File: src/rtl/prio_index_pkg.sv
// Shared types for the lowest-set-bit index decoder.
// Matches the encoder's {any, idx} beat layout.
package prio_index_pkg;

  localparam int PRIO_WIDTH = 24;
  localparam int PRIO_IDXW  = 5;

  typedef struct packed {
    logic                 any;
    logic [PRIO_IDXW-1:0] idx;
  } prio_code_t;

  typedef enum logic {
    ACCUM = 1'b0,
    EMIT  = 1'b1
  } dec_state_t;

endpackage

File: src/rtl/prio_onehot_dec.sv
// Combinational {any, idx} to one-hot bit with out-of-range flag.
// Range compare is done one bit wider than idx so it cannot wrap.
module prio_onehot_dec
  import prio_index_pkg::*;
#(
  parameter int WIDTH = PRIO_WIDTH,
  parameter int IDXW  = PRIO_IDXW
) (
  input  logic             i_any,
  input  logic [IDXW-1:0]  i_idx,
  output logic [WIDTH-1:0] o_bit,
  output logic             o_range_err
);

  localparam logic [IDXW:0]    LP_LIMIT = (IDXW+1)'(WIDTH);
  localparam logic [WIDTH-1:0] LP_ONE   = {{(WIDTH-1){1'b0}}, 1'b1};

  logic w_in_range;

  assign w_in_range  = {1'b0, i_idx} < LP_LIMIT;
  assign o_bit       = (i_any && w_in_range) ? (LP_ONE << i_idx) : '0;
  assign o_range_err = i_any && !w_in_range;

endmodule

File: src/rtl/prio_index_decoder.sv
// Rebuilds a WIDTH-bit vector from a stream of {any, idx} beats.
// Optional duplicate detection: define PRIO_INDEX_DECODER_DUP_CHECK_EN.
module prio_index_decoder
  import prio_index_pkg::*;
#(
  parameter int WIDTH = PRIO_WIDTH,
  parameter int IDXW  = PRIO_IDXW
) (
  input  logic             clk,
  input  logic             rst,
  input  logic             in_valid,
  output logic             in_ready,
  input  logic             in_any,
  input  logic [IDXW-1:0]  in_idx,
  input  logic             in_last,
  output logic             out_valid,
  input  logic             out_ready,
  output logic [WIDTH-1:0] out_vec,
`ifdef PRIO_INDEX_DECODER_DUP_CHECK_EN
  output logic             out_dup,
`endif
  output logic             out_err
);

  if (IDXW != $clog2(WIDTH)) begin : g_bad_idxw
    $error("prio_index_decoder: IDXW must equal $clog2(WIDTH)");
  end
  if (WIDTH < 2 || WIDTH > 32) begin : g_bad_width
    $error("prio_index_decoder: WIDTH must be within 2..32");
  end

  dec_state_t       r_state;
  dec_state_t       w_state_nxt;
  logic [WIDTH-1:0] r_acc;
  logic [WIDTH-1:0] r_vec;
  logic [WIDTH-1:0] w_bit;
  logic             r_err;
  logic             r_out_err;
  logic             w_range_err;
  logic             w_accept;

  prio_onehot_dec #(
    .WIDTH (WIDTH),
    .IDXW  (IDXW)
  ) u_dec (
    .i_any       (in_any),
    .i_idx       (in_idx),
    .o_bit       (w_bit),
    .o_range_err (w_range_err)
  );

  assign w_accept = in_valid && in_ready;
  assign out_vec  = r_vec;
  assign out_err  = r_out_err;

  always_ff @(posedge clk or posedge rst) begin
    if (rst) r_state <= ACCUM;
    else     r_state <= w_state_nxt;
  end

  always_comb begin
    w_state_nxt = r_state;
    in_ready    = 1'b0;
    out_valid   = 1'b0;
    unique case (r_state)
      ACCUM: begin
        in_ready = 1'b1;
        if (in_valid && in_last) w_state_nxt = EMIT;
      end
      EMIT: begin
        out_valid = 1'b1;
        if (out_ready) w_state_nxt = ACCUM;
      end
      default: w_state_nxt = ACCUM;
    endcase
  end

  // The last beat's bit bypasses acc straight into the output register.
  always_ff @(posedge clk or posedge rst) begin
    if (rst) begin
      r_acc     <= '0;
      r_err     <= 1'b0;
      r_vec     <= '0;
      r_out_err <= 1'b0;
    end else if (w_accept) begin
      if (in_last) begin
        r_vec     <= r_acc | w_bit;
        r_out_err <= r_err | w_range_err;
        r_acc     <= '0;
        r_err     <= 1'b0;
      end else begin
        r_acc <= r_acc | w_bit;
        r_err <= r_err | w_range_err;
      end
    end
  end

`ifdef PRIO_INDEX_DECODER_DUP_CHECK_EN
  logic r_dup;
  logic r_out_dup;
  logic w_dup_hit;

  assign w_dup_hit = |(r_acc & w_bit);
  assign out_dup   = r_out_dup;

  always_ff @(posedge clk or posedge rst) begin
    if (rst) begin
      r_dup     <= 1'b0;
      r_out_dup <= 1'b0;
    end else if (w_accept) begin
      if (in_last) begin
        r_out_dup <= r_dup | w_dup_hit;
        r_dup     <= 1'b0;
      end else begin
        r_dup <= r_dup | w_dup_hit;
      end
    end
  end
`endif

endmodule

File: config.mk
export PLATFORM = sky130hd
export DESIGN_NAME = prio_index_decoder
export DESIGN_NICKNAME = d
export VERILOG_FILES = /design/src/rtl/prio_index_pkg.sv /design/src/rtl/prio_onehot_dec.sv /design/src/rtl/prio_index_decoder.sv
export SDC_FILE = /design/constraint.sdc
export NUM_CORES = 1
export LEC_CHECK = 0
export CORE_MARGIN = 3
export CORE_UTILIZATION = 30
export CTS_CLUSTER_SIZE = 16
export DETAILED_ROUTE_END_ITERATION = 6
export PLACE_DENSITY = 0.47
export SLEW_MARGIN = 20
export SYNTH_ARGS = -nofsm -noshare
export SYNTH_HDL_FRONTEND = slang
export SYNTH_SLANG_ARGS = --single-unit
export TNS_END_PERCENT = 5
File: constraint.sdc
create_clock -name clk -period 4 [get_ports clk]
set_input_delay 0.6 -clock clk [delete_from_list [all_inputs] [get_ports clk]]
set_output_delay 0.6 -clock clk [all_outputs]
set_load 0.02 [all_outputs]
==> impl_metrics.json <==
{
  "setup_ws_ns": 1.87,
  "core-area_um2": 6980,
  "wire_per_inst_um": 14.7,
  "die_x_um": 92.2,
  "start_util_pct": 31.9,
  "p_per_area_nw_per_um2": 449,
  "synth_xor_area_share_pct": 0,
  "skew_ns": 0.00496,
  "grt_pass1_vias": 1560,
  "dp_hpwl_mm": 3.32,
  "cts_hold_buf": 0,
  "maxCapViolCount": 0,
  "synth_top_family_by_area": "compound AO/OA/AOI/OAI gates",
  "critical_path.top_delay_family": "buffers and inverters",
  "io_pins": 38,
  "drt_iter0_drc": 62,
  "ys_ff_latch": 51,
  "h-tree-depth": 2,
  "fin_util_pct": 39.2,
  "grt_max_degree": 58,
  "portBuffers": 37,
  "postRouteWirelength_mm": 4.98,
  "tightest_slew_ns": 0.811,
  "post_cts_buffers": 0,
  "top_layer_used": "met4",
  "yosysSeqAreaShare_pct": 57.2,
  "grt_pass1_wl_mm": 8.39,
  "cts_buffer_depth": 2,
  "finalNetCount": 254,
  "synth_compound_area_share_pct": 20.4,
  "n_antenna_cell": 0,
  "min_period_over_period_pct": 53.3,
  "rows": 30,
  "cp-end-kind": "output port",
  "outcome": "finished, final reports clean",
  "drc": 0,
  "drtPass1Iterations": 4,
  "synth_adder_area_share_pct": 0,
  "arrival_ns": 1.53,
  "worstPathMaxFanout": 7,
  "fillers": 735,
  "route.met2.wl_mm": 2.22,
  "path_class": "register to output port",
  "cp_slowest_cell": "clkdlybuf4s50_1",
  "cp-start-kind": "register",
  "setup_viol": 0,
  "syn_inst": 211,
  "numCtsBuffers": 5,
  "max_slew_margin_pct": 45.8,
  "clk-insertion-delay-late_ns": 0.30,
  "worstPathRequired_ns": 3.40,
  "cellLeakagePower_nw": 1.14,
  "cts_tree": "yes",
  "grt-ovfl-total": 0,
  "slew_violations": 0,
  "clk_pin_slew_ns": 0.09,
  "viasPerCell": 4.69,
  "root_buffer": "clkbuf_8",
  "detail-route-antenna-nets": 0,
  "antenna_found_initial": 0,
  "die_h_um": 92.2,
  "path_cells": "inv_1, clkdlybuf4s50_1",
  "critPathBufInv": 2,
  "syn-num-nets": 222,
  "synth_cell_types": 23,
  "vias": 1593,
  "fp.dieArea_um2": 8500,
  "grt.total_usage_pct": 12.7,
  "synthMuxAreaShare_pct": 0,
  "max_stage_delay_ns": 0.62,
  "yosysTopAreaCellShare_pct": 57.2,
  "post-synth-top-area-cell": "dfrtp_1",
  "syn2layout_area_growth_pct": 22.6,
  "ys_top_cells_by_area": "dfrtp_1, a21oi_1, a21oi_2",
  "netlist_area_um2": 2230,
  "hold_viol_final": 0,
  "wl_met1_mm": 2.47,
  "yosysWarnings": 0,
  "place_ws_ns": 1.67,
  "vdd_drop_max_mv": 0.119,
  "hp-class": "register to register",
  "reg2reg_setup_slack_ns": 2.32,
  "wl_met3_um": 214,
  "min_period_ns": 2.13,
  "max_freq_mhz": 469,
  "synth_simple_gate_area_share_pct": 17.1,
  "syn_avg_cell_area_um2": 10.6,
  "cts.sinks": 51,
  "rsz0062_at_grt": "false",
  "cts_resized": 0,
  "stdcell_count": 340,
  "dp.cells": 332,
  "drive_gt1_share_pct": 18.9,
  "gp_congestion": 0.705,
  "timing.setup.tns_ns": 0
}
final cells by class:
class | instances | area, um2 | area share (%)
Sequential cell | 51 | 1280 | 46.7
Multi-Input combinational cell | 142 | 836 | 30.6
Timing Repair Buffer | 41 | 413 | 15.1
Tap cell | 96 | 120 | 4.39
Clock buffer | 7 | 76.3 | 2.79
Inverter | 2 | 7.51 | 0.275
Clock inverter | 1 | 5.00 | 0.183
sequential cells by signal, summed over array words and instances (netlist names):
signal / cells
out_vec: 24
r_acc: 24
out_err: 1
r_err: 1
r_state: 1
cell usage after synthesis:
| cell | number |
|---|---|
| and4bb_2 | 2 |
| a21oi_2 | 20 |
| nor2_2 | 10 |
| nor2_1 | 42 |
| buf_2 | 8 |
| dfrtp_1 | 51 |
| and3b_1 | 1 |
| and4bb_1 | 1 |
| buf_1 | 2 |
| a21oi_1 | 53 |
| o21bai_1 | 1 |
| buf_6 | 4 |
| nor4b_4 | 1 |
| nor2b_1 | 2 |
| and2_1 | 1 |
| and4b_1 | 3 |
| buf_8 | 1 |
| nor4bb_1 | 2 |
| and3_1 | 1 |
| clkbuf_1 | 1 |
| a31oi_1 | 1 |
| inv_1 | 2 |
| nor4b_2 | 1 |
per-stage QoR:
stage	hold slack, ns	power (W)	cell area [um2]
floorplan	0.463	0.000806	2230
global placement	0.475	0.000954	2650
detailed placement	0.479	0.000954	2650
CTS	0.502	0.00125	2730
global route	0.524	0.00130	2730
finish	0.496	0.00123	2730
worst min-delay path, delay by kind of cell (launching register included):
family,cells,cell delay [ns]
simple gates,1,0.06
flops,1,0.35
compound gates,1,0.05
kinds of logic (layout without fill, tap and decap cells):
logic type | after synthesis | count (layout)
compound gates | 75 | 75
simple gates | 67 | 67
flops | 51 | 51
buf+inv | 18 | 51
worst paths after layout:
| check | to | depth (start not counted) | start |
|---|---|---|---|
| setup / recovery | in_ready | 2 | r_state$_DFF_PP0_ |
| hold / removal | r_acc[0]$_DFFE_PP0P_ | 2 | r_acc[0]$_DFFE_PP0P_ |
| setup reg to reg | out_vec[4]$_DFFE_PP0P_ | 4 | r_state$_DFF_PP0_ |
| hold reg to reg | r_acc[0]$_DFFE_PP0P_ | 2 | r_acc[0]$_DFFE_PP0P_ |
| max in group asynchronous | r_acc[5]$_DFFE_PP0P_ | 3 | rst |
| min in group asynchronous | out_vec[14]$_DFFE_PP0P_ | 2 | rst |
where the power goes:
part	switching, W	total [W]	leakage, nW	internal [W]
combinational	0.000179	0.000329	0.446	0.000150
sequential	0.0000324	0.000609	0.655	0.000576
clock	0.000166	0.000290	0.0422	0.000123
layer usage:
layer	vias up	global-route usage (%)
li1	789	-
met3	6	3.12
met4	0	4.83
met1	756	17.9
met5	-	0
met2	42	18.7
placed cells by master (no fill, tap or decap), types with 2 or more instances in the layout:
master	instances
a21oi_2	20
nor4bb_1	2
dfrtp_1	51
a21oi_1	53
clkbuf_8	5
clkdlybuf4s50_1	37
buf_4	3
nor2b_1	2
and4bb_2	2
nor2_2	10
and4b_1	3
clkbuf_1	2
nor2_1	42
No activity file was read; power rests on OpenSTA's default activity.
